==> src/rtl/sdram_port_arbiter.sv <==
// Two-port (read/write) arbiter in front of an SDRAM controller, one command outstanding at a time.
// Define ARB_REFRESH_EN to add the periodic auto-refresh timer with priority over port traffic.
module sdram_port_arbiter #(
  parameter int REFRESH_PERIOD = 390
) (
  input  logic        clk,
  input  logic        reset,
  input  logic        rd_req,
  input  logic [25:0] rd_addr,
  output logic        rd_ack,
  input  logic        wr_req,
  input  logic [25:0] wr_addr,
  output logic        wr_ack,
  output logic        mc_valid,
  output logic        mc_write,
  output logic        mc_refresh,
  output logic [25:0] mc_addr,
  input  logic        mc_ready,
  input  logic        mc_done,
  output logic        refresh_miss
);

  typedef enum logic [1:0] {
    IDLE,
    ISSUE,
    WAIT_DONE
  } state_t;

  state_t      state_reg, state_next;
  logic        last_wr_reg, last_wr_next;
  logic        cmd_write_reg, cmd_write_next;
  logic        cmd_refresh_reg, cmd_refresh_next;
  logic [25:0] addr_reg, addr_next;
  logic        rd_ack_reg, rd_ack_next;
  logic        wr_ack_reg, wr_ack_next;
  logic        refresh_pending;
  logic        refresh_accept;
  logic        rd_ok, wr_ok;

  // A port whose ack is on the wire this cycle still shows its old request; skip it.
  assign rd_ok = rd_req & ~rd_ack_reg;
  assign wr_ok = wr_req & ~wr_ack_reg;

  always_ff @(posedge clk) begin
    if (reset) begin
      state_reg       <= IDLE;
      last_wr_reg     <= 1'b1;
      cmd_write_reg   <= 1'b0;
      cmd_refresh_reg <= 1'b0;
      addr_reg        <= '0;
      rd_ack_reg      <= 1'b0;
      wr_ack_reg      <= 1'b0;
    end else begin
      state_reg       <= state_next;
      last_wr_reg     <= last_wr_next;
      cmd_write_reg   <= cmd_write_next;
      cmd_refresh_reg <= cmd_refresh_next;
      addr_reg        <= addr_next;
      rd_ack_reg      <= rd_ack_next;
      wr_ack_reg      <= wr_ack_next;
    end
  end

  always_comb begin
    state_next       = state_reg;
    last_wr_next     = last_wr_reg;
    cmd_write_next   = cmd_write_reg;
    cmd_refresh_next = cmd_refresh_reg;
    addr_next        = addr_reg;
    rd_ack_next      = 1'b0;
    wr_ack_next      = 1'b0;
    case (state_reg)
      IDLE: begin
        if (refresh_pending) begin
          cmd_refresh_next = 1'b1;
          cmd_write_next   = 1'b0;
          addr_next        = '0;
          state_next       = ISSUE;
        end else if (rd_ok && (!wr_ok || last_wr_reg)) begin
          cmd_refresh_next = 1'b0;
          cmd_write_next   = 1'b0;
          addr_next        = rd_addr;
          last_wr_next     = 1'b0;
          state_next       = ISSUE;
        end else if (wr_ok) begin
          cmd_refresh_next = 1'b0;
          cmd_write_next   = 1'b1;
          addr_next        = wr_addr;
          last_wr_next     = 1'b1;
          state_next       = ISSUE;
        end
      end
      ISSUE: begin
        if (mc_ready) begin
          state_next = WAIT_DONE;
        end
      end
      WAIT_DONE: begin
        if (mc_done) begin
          rd_ack_next = ~cmd_write_reg & ~cmd_refresh_reg;
          wr_ack_next = cmd_write_reg & ~cmd_refresh_reg;
          state_next  = IDLE;
        end
      end
      default: state_next = IDLE;
    endcase
  end

`ifdef ARB_REFRESH_EN
  localparam int CNT_W = (REFRESH_PERIOD > 2) ? $clog2(REFRESH_PERIOD) : 1;
  localparam logic [CNT_W-1:0] CNT_RELOAD = CNT_W'(REFRESH_PERIOD - 1);

  logic [CNT_W-1:0] refresh_cnt_reg;
  logic             pending_reg;
  logic             miss_reg;
  logic             cnt_expire;

  assign cnt_expire     = (refresh_cnt_reg == '0);
  assign refresh_accept = (state_reg == ISSUE) & mc_ready & cmd_refresh_reg;

  always_ff @(posedge clk) begin
    if (reset) begin
      refresh_cnt_reg <= CNT_RELOAD;
      pending_reg     <= 1'b0;
      miss_reg        <= 1'b0;
    end else begin
      refresh_cnt_reg <= cnt_expire ? CNT_RELOAD : refresh_cnt_reg - 1'b1;
      // An expiry that lands on the accepting cycle starts a fresh pending refresh, not a miss.
      miss_reg        <= cnt_expire & pending_reg & ~refresh_accept;
      pending_reg     <= cnt_expire | (pending_reg & ~refresh_accept);
    end
  end

  assign refresh_pending = pending_reg;
  assign refresh_miss    = miss_reg;
`else
  if (REFRESH_PERIOD < 2) begin : g_period_unused
  end
  assign refresh_accept  = 1'b0;
  assign refresh_pending = 1'b0;
  assign refresh_miss    = 1'b0;
`endif

  assign mc_valid   = (state_reg == ISSUE);
  assign mc_write   = mc_valid & cmd_write_reg;
  assign mc_refresh = mc_valid & cmd_refresh_reg;
  assign mc_addr    = addr_reg;
  assign rd_ack     = rd_ack_reg;
  assign wr_ack     = wr_ack_reg;

endmodule
==> config.mk <==
export PLATFORM = sky130hd
export DESIGN_NAME = sdram_port_arbiter
export DESIGN_NICKNAME = d
export VERILOG_FILES = /design/src/rtl/sdram_port_arbiter.sv
export SDC_FILE = /design/constraint.sdc
export NUM_CORES = 1
export LEC_CHECK = 0
export CAP_MARGIN = 20
export CORE_ASPECT_RATIO = 0.75
export CORE_MARGIN = 8
export CORE_UTILIZATION = 25
export CTS_CLUSTER_DIAMETER = 50
export DETAILED_ROUTE_END_ITERATION = 7
export GPL_TIMING_DRIVEN = 0
export PLACE_DENSITY = 0.68
export SYNTH_ARGS = -nofsm -noshare
export SYNTH_HDL_FRONTEND = slang
export SYNTH_SLANG_ARGS = --single-unit
export TNS_END_PERCENT = 100
==> constraint.sdc <==
create_clock -name clk -period 1.85 [get_ports clk]
set_input_delay 0.2775 -clock clk [delete_from_list [all_inputs] [get_ports clk]]
set_output_delay 0.2775 -clock clk [all_outputs]
set_load 0.02 [all_outputs]
# ---- Word-level counts from Yosys, hierarchy flattened
# Cells that the tools add are included.
dict set report word_totals {
  output_inout_bits 32
  register_bits 33
  elab_cells 43
  input_bits 58
}
dict set report classes {
  n_reduce_logical 8
  n_mux 11
  n_eq_ne 5
  n_bitwise 12
}
# cell n
set ops {}
lappend ops {{$mux W26} 2}
lappend ops {{$mux W2} 4}
lappend ops {{$and A1 B1 Y1} 6}
lappend ops {{$not A1 Y1} 6}
lappend ops {{$pmux W2 S3} 1}
lappend ops {{$mux W1} 4}
lappend ops {{$ne A3 B3 Y1 const B} 1}
lappend ops {{$reduce_and A3 Y1} 1}
lappend ops {{$reduce_or A3 Y1} 1}
lappend ops {{$eq A2 B1 Y1 const B} 1}
lappend ops {{$eq A2 B2 Y1 const B} 1}
lappend ops {{$logic_not A2 Y1} 1}
lappend ops {{$ne A2 B1 Y1 const B} 1}
lappend ops {{$ne A2 B2 Y1 const B} 1}
lappend ops {{$reduce_and A2 Y1} 1}
lappend ops {{$reduce_bool A2 Y1} 1}
lappend ops {{$logic_and A1 B1 Y1} 1}
lappend ops {{$logic_not A1 Y1} 1}
lappend ops {{$logic_or A1 B1 Y1} 1}

# ---- Logic depth before layout (Yosys ltp)
# Gate-level depths: netlist of the first run.
dict set report logic_depth {
  ltp_word 7
  ltp_mapped 6
  depth_no_buf 4
}

# ---- Worst setup path after synthesis of the first run
# Ideal clock, no wire load.
dict set report synth_path {
  path_kind {register -> register}
  from {register wr_ack_reg (netlist: wr_ack)}
  to {register addr_reg[16] (netlist: mc_addr[16])}
  setup_ps 89
  n_path_buf 1
  period_less_slack_ps 1505
  required_time_ps 1761
  t_arrival_ps 1417
  path_stages_with_launch 6
  setup_slack_ps 345
  cell_sequence {dfxtp_1 > nand2b_4 > a211oi_4 > buf_2 > nor2_1 > a311oi_2}
}
dict set report synth_via {
  elab_chain_cells 7
  elab_cells_between_ends 8
  cone_classes {mux: 1; bitwise: 2; reduce/logical: 5}
}
# item line
set synth_lines {}
lappend synth_lines {{from (decl)} 35} ;# logic wr_ack_reg, wr_ack_next;
lappend synth_lines {{from (signal assigned)} 60} ;# wr_ack_reg <= wr_ack_next;
lappend synth_lines {{$not A1 Y1 (*)} 42} ;# assign wr_ok = wr_req & ~wr_ack_reg;
lappend synth_lines {{$and A1 B1 Y1 (*)} 42}
lappend synth_lines {{$logic_not A1 Y1} 79} ;# end else if (rd_ok && (!wr_ok || last_wr_reg)) begin
lappend synth_lines {{$logic_or A1 B1 Y1} 79}
lappend synth_lines {{$logic_and A1 B1 Y1} 79}
lappend synth_lines {{$reduce_bool A2 Y1 (no line)} n/a}
lappend synth_lines {{$reduce_and A2 Y1 (no line)} n/a}
lappend synth_lines {{to (signal assigned)} 58} ;# addr_reg <= addr_next;
lappend synth_lines {{to (decl)} 33} ;# logic [25:0] addr_reg, addr_next;
# Every way passes the cells marked *; elsewhere a longest branch is shown, timed or not.
# A chain may end at the register's enable or synchronous reset.

# ---- Worst setup path in the final report of the first run
dict set report layout_path {
  from {input wr_req}
  to {register addr_reg[17] (netlist: mc_addr[17])}
}
dict set report layout_via {
  elab_chain_cells 6
  elab_cells_between_ends 7
  cone_classes {mux: 1; bitwise: 1; reduce/logical: 5}
}
# item line
set layout_lines {}
lappend layout_lines {{from (decl)} 11} ;# input logic wr_req,
lappend layout_lines {{$and A1 B1 Y1 (*)} 42}
lappend layout_lines {{$logic_not A1 Y1} 79}
lappend layout_lines {{$logic_or A1 B1 Y1} 79}
lappend layout_lines {{$logic_and A1 B1 Y1} 79}
lappend layout_lines {{$reduce_bool A2 Y1 (no line)} n/a}
lappend layout_lines {{$reduce_and A2 Y1 (no line)} n/a}
# Marked as above.

==> results of run 1 <==
[worst max-delay path, stage by stage]
cell and delay [ns]:
clkdlybuf4s50_1 0.52, nor3b_2 0.26, or2_2 0.14, buf_2 0.18, buf_4 0.20, nand2_1 0.08, a311oi_2 0.23
[worst max-delay path by stage]
stage,end,cells past startpoint,startpoint,slack [ns]
after floorplan,mc_addr[16],5,wr_ack,0.34
after CTS,mc_addr[17],6,wr_req,0.04
after global routing,mc_addr[16],6,wr_req,0.009
final,mc_addr[17],7,wr_req,0.14
after detailed placement,mc_addr[16],6,wr_req,-0.30
after global placement,mc_addr[12],6,wr_req,-0.32
[cell usage in the layout, fill, tap and decap left out, drive strengths merged]
cell and instances:
and3 1, nor3 1, a22oi 1, buf 11, clkbuf 11, nor2 33
nor3b 2, nand2b 2, a21oi 1, conb 2, clkinv 2, inv 1
o21bai 1, nor2b 1, nand2 53, a211oi 1, dlygate4sd2 2, clkdlybuf4s50 85
or2 1, dfxtp 32, nor4 1, a311oi 26, and2 1
[synth_stat cells]
cell / instances
a311oi_1: 7
nor2_1: 32
conb_1: 1
a22oi_1: 1
and3_1: 1
a211oi_4: 1
dfxtp_1: 32
nand2b_4: 2
a21oi_1: 1
or2_2: 1
nor4_1: 1
nor3b_2: 1
nor3_1: 1
inv_1: 1
buf_2: 4
clkbuf_1: 5
nor2b_1: 1
nand2_1: 53
a311oi_2: 19
buf_4: 6
nor3b_1: 1
o21bai_1: 1
nor2_2: 1
and2_1: 1
[cells by family (layout without fill, tap and decap cells)]
group | count (synthesis) | after routing | synth area share (%)
simple gates | 96 | 96 | 26.8
flops | 32 | 32 | 41.9
compound gates | 30 | 30 | 25.3
buf+inv | 16 | 112 | 5.73
other cells | 1 | 2 | 0.245
[per-stage QoR]
step                      setup WS, ns  setup TNS [ns]  power, mW  cell area (µm²)  utilization, %
after global placement          -0.324           -6.37       1.53             2500            42.7
after global routing           0.00907               0       2.21             2600            44.4
after detailed placement        -0.295           -6.18       1.54             2500            42.7
after floorplan                  0.345               0       1.20             1530               -
final                            0.145               0       2.07             2600            44.4
after CTS                       0.0384               0       2.10             2590            44.3
[power by group]
group	internal, mW	total, mW	switching [mW]
Combinational	0.357	0.707	0.350
Sequential	0.769	0.813	0.0440
Clock	0.297	0.551	0.254
Total	1.42	2.07	0.648
[per-layer routing]
layer	global-route usage (%)	routed length, µm
met3	5.17	455
met5	0	0
met1	14.1	2350
met4	2.29	19
met2	17.7	2220
[final cells by class]
class	instances	area, µm²
clock buffers	6	82.6
plain buffers	15	86.3
flip-flops and latches	32	641
inverters	1	3.75
clock inverters	2	10.0
repair buffers	88	876
well taps	78	97.6
multi-input cells	128	806
fillers	599	3250
[repair_timing]
item                                    4_1_cts  5_1_grt
endpoints found under the setup margin        7        8
pin swaps                                     0        1
buffers inserted                              0        1
gates cloned                                  0        0
gates resized for setup                       5        0
endpoints found under the hold margin         0        0
==> flow_summary.json, run 1 <==
{
  "status": "finished clean",
  "grt_pass1_wl_um": 8190,
  "numClockSinks": 32,
  "finalCritPeriodShare_pct": 92.2,
  "wl_per_cell_um": 14.4,
  "syn-instance-count": 175,
  "arrival_ns": 1.89,
  "io_buffers": 87,
  "largest_register_ffs": 26,
  "ant_nets": 0,
  "cts.clk_slew.worst_paths_ns": 0.07,
  "die_y_um": 83.7,
  "required_ns": 2.03,
  "p_per_area_nw_per_um2": 796,
  "cp_max_fo": 10,
  "cts_tree": "built",
  "cp-start-kind": "input port",
  "grt_max_degree": 11,
  "clock_latency_ns": 0.28,
  "worstHoldStart": "cmd_write_reg",
  "vias": 1547,
  "tightest_slew_ns": 0.753,
  "ys_warn_count": 0,
  "finalSetupViolCount": 0,
  "yosys-top-cells-area": "dfxtp_1, a311oi_2, nand2_1",
  "r2r_cells": 5,
  "syn_to_final_growth_pct": 70.4,
  "avgSynthCellArea_um2": 8.73,
  "r2r_start": "rd_ack",
  "rrSetupSlack_ns": 0.31,
  "io_pins": 90,
  "slew_violations": 0,
  "hp-class": "reg2reg",
  "syn_area_um2": 1530,
  "final_nets": 329,
  "p_leak_nw": 1.00,
  "slew_headroom_pct": 49.8,
  "setup.worst_path.end_class": "register",
  "fp.dieW_um": 106,
  "synth_top_cell_by_area": "dfxtp_1",
  "ys_ff_latch": 32,
  "viasPerCell": 4.42,
  "cts_hold_buf": 0,
  "drive_above_1_share_pct": 17.3,
  "grtUsageTotal_pct": 11.4,
  "hold_violations": 0,
  "peakVddDrop_mv": 0.257,
  "diodes": 0,
  "instances_no_fill": 350,
  "htree_levels": 2,
  "dr.pass1.iters": 4,
  "rows": 24,
  "antenna_found_initial": 0,
  "yosysSeqAreaShare_pct": 41.9,
  "cts_buffer_depth": 2,
  "synth.distinct_cells": 24,
  "dp.cells": 341,
  "cts_root_buffer": "clkbuf_8",
  "critPathKind": "in2reg",
  "synth_top_area_share_pct": 41.9,
  "period_needed_ns": 1.71,
  "start_util_pct": 26.1,
  "cts_buffers": 5,
  "fmax_mhz": 586,
  "drc": 0,
  "maxCapViolCount": 0,
  "rsz0062_at_grt": "no",
  "hold_slack_ns": 0.465,
  "totalWireLength_um": 5040,
  "final.setup_skew_ns": 0.00511,
  "overflow": 0,
  "gp_congestion": 0.699,
  "grt_pass1_vias": 1606,
  "first_iter_violations": 40,
  "reg2reg_to": "mc_addr[17]",
  "whs_endpoint": "rd_ack",
  "core_area_um2": 5860,
  "hold_depth": 1,
  "dp_hpwl_um": 3870,
  "dieArea_um2": 8890
}
(Power assumes the default switching activity.)
==> run 2, diff against run 1 <==
--- a/config.mk
+++ b/config.mk
@@ -5,6 +5,7 @@
 export SDC_FILE = /design/constraint.sdc
 export NUM_CORES = 1
 export LEC_CHECK = 0
+export ABC_AREA = 0
 export CAP_MARGIN = 20
 export CORE_ASPECT_RATIO = 0.75
 export CORE_MARGIN = 8
@@ -13,6 +14,7 @@
 export DETAILED_ROUTE_END_ITERATION = 7
 export GPL_TIMING_DRIVEN = 0
 export PLACE_DENSITY = 0.68
+export SKIP_LAST_GASP = 1
 export SYNTH_ARGS = -nofsm -noshare
 export SYNTH_HDL_FRONTEND = slang
 export SYNTH_SLANG_ARGS = --single-unit
==> results of run 2 <==
Same layout as run 1: the final DEF is identical, and so are final timing and power.
==> run 3, diff against run 2 <==
--- a/config.mk
+++ b/config.mk
@@ -14,6 +14,7 @@
 export DETAILED_ROUTE_END_ITERATION = 7
 export GPL_TIMING_DRIVEN = 0
 export PLACE_DENSITY = 0.68
+export SETUP_SLACK_MARGIN = 0.1
 export SKIP_LAST_GASP = 1
 export SYNTH_ARGS = -nofsm -noshare
 export SYNTH_HDL_FRONTEND = slang
==> flow_summary.json, run 3 (synthesized netlist as in run 1, its figures left out) <==
{
  "peakVddDrop_mv": 0.260,
  "cts_buffer_depth": 2,
  "diodes": 0,
  "required_ns": 2.03,
  "gp_congestion": 0.699,
  "die_y_um": 83.7,
  "cp_max_fo": 10,
  "cp_top_family": "buffers and inverters",
  "finalSetupViolCount": 0,
  "largest_register_ffs": 26,
  "slew_headroom_pct": 48.8,
  "hold_violations": 0,
  "cp_num_buf_inv": 3,
  "totalPowerFinal_mw": 2.09,
  "vias": 1550,
  "cellInternalPower_mw": 1.43,
  "dieArea_um2": 8890,
  "overflow": 0,
  "first_iter_violations": 48,
  "final.setup_skew_ns": 0.00596,
  "cts_hold_buf": 0,
  "tightest_slew_ns": 0.767,
  "final_common_cell": "clkdlybuf4s50_1",
  "worstPathCellList": "clkdlybuf4s50_1 -> nor3b_4 -> or2_2 -> buf_4 -> buf_6 -> nand2_1 -> a311oi_2",
  "grtUsageTotal_pct": 11.4,
  "wl_per_cell_um": 14.6,
  "maxCapViolCount": 0,
  "slowest_stage": "clkdlybuf4s50_1",
  "cp-start-kind": "input port",
  "drc": 0,
  "clock_latency_ns": 0.28,
  "fillers": 595,
  "start_util_pct": 26.1,
  "comb_power_share_pct": 34.5,
  "final_nets": 329,
  "io_buffers": 87,
  "ant_nets": 0,
  "rows": 24,
  "io_pins": 90,
  "status": "finished clean",
  "utilization_pct": 44.9,
  "slew_violations": 0,
  "grt_pass1_wl_um": 8210,
  "layout_common_cells": "clkdlybuf4s50_1, nand2_1, nor2_1",
  "seqCellArea_um2": 642,
  "p_sw_share_pct": 31.4,
  "cts_root_buffer": "clkbuf_8",
  "fmax_mhz": 589,
  "setup.worst_path.end_class": "register",
  "seqPwrFrac_pct": 39.0,
  "hp-class": "reg2reg",
  "htree_levels": 2,
  "power_switching_mw": 0.656,
  "dp_hpwl_um": 3870,
  "drive_above_1_share_pct": 17.6,
  "grt_pass1_vias": 1609,
  "finalWorstSetupSlack_ns": 0.153,
  "critPathKind": "in2reg",
  "dp.cells": 341,
  "antenna_found_initial": 0,
  "cts.clk_slew.worst_paths_ns": 0.07,
  "pre_cts_slack_ns": -0.295,
  "max_stage_delay_ns": 0.54,
  "rsz0062_at_grt": "no",
  "instances_no_fill": 350,
  "power_frac_clock_pct": 26.5,
  "finalCritPeriodShare_pct": 91.8,
  "dr.pass1.iters": 4,
  "totalWireLength_um": 5120,
  "p_leak_nw": 1.01,
  "syn_to_final_growth_pct": 72.2,
  "grt_max_degree": 11,
  "cts_tree": "built",
  "multiInputGateArea_um2": 817,
  "p_per_area_nw_per_um2": 793,
  "fp.dieW_um": 106,
  "arrival_ns": 1.88,
  "core_area_um2": 5860,
  "cts_buffers": 5,
  "numClockSinks": 32,
  "hold_slack_ns": 0.465,
  "viasPerCell": 4.43,
  "period_needed_ns": 1.70
}
run 3: power by group through the flow:
stage	Combinational, mW	Clock [mW]	Sequential, mW
finish	0.720	0.553	0.814
global route	0.781	0.618	0.826
CTS	0.717	0.576	0.814
detailed placement	0.712	0	0.829
global placement	0.709	0	0.826
floorplan	0.285	0	0.913
run 3: timing repair:
action,4_1_cts,5_1_grt
endpoints found under the setup margin,22,21
resized for setup,5,9
buffers inserted,1,0
pin swaps,1,0
run 3: stage by stage:
step	cell area (µm²)	TNS [ns]
6_report	2630	0
5_1_grt	2630	0
4_1_cts	2600	0
3_5_place_dp	2500	-6.18
3_3_place_gp	2500	-6.37
2_1_floorplan	1530	0
run 3: final timing paths:
| path | startpoint | depth (start not counted) | to | slack (ns) |
|---|---|---|---|---|
| worst max-delay path | wr_req | 7 | mc_addr[17] | 0.15 |
| worst min-delay path | cmd_write_reg | 1 | rd_ack | 0.46 |
| worst max register to register | rd_ack | 5 | mc_addr[17] | 0.32 |
| worst min register to register | cmd_write_reg | 1 | rd_ack | 0.46 |
run 3: cell type report:
cell class	count	area share, %
Buffer	15	3.90
Clock buffer	6	3.14
Clock inverter	2	0.380
Inverter	1	0.143
Multi-Input combinational cell	128	31.1
Sequential cell	32	24.4
Tap cell	78	3.71
Timing Repair Buffer	88	33.3
run 3: metal layers:
layer | up-vias | global-route usage, % | part of all wire, %
met3 | 2 | 5.17 | 8.3
met1 | 704 | 14.1 | 47
met4 | 0 | 2.29 | 0.37
met2 | 54 | 17.7 | 44
met5 | - | 0 | 0
li1 | 790 | - | -
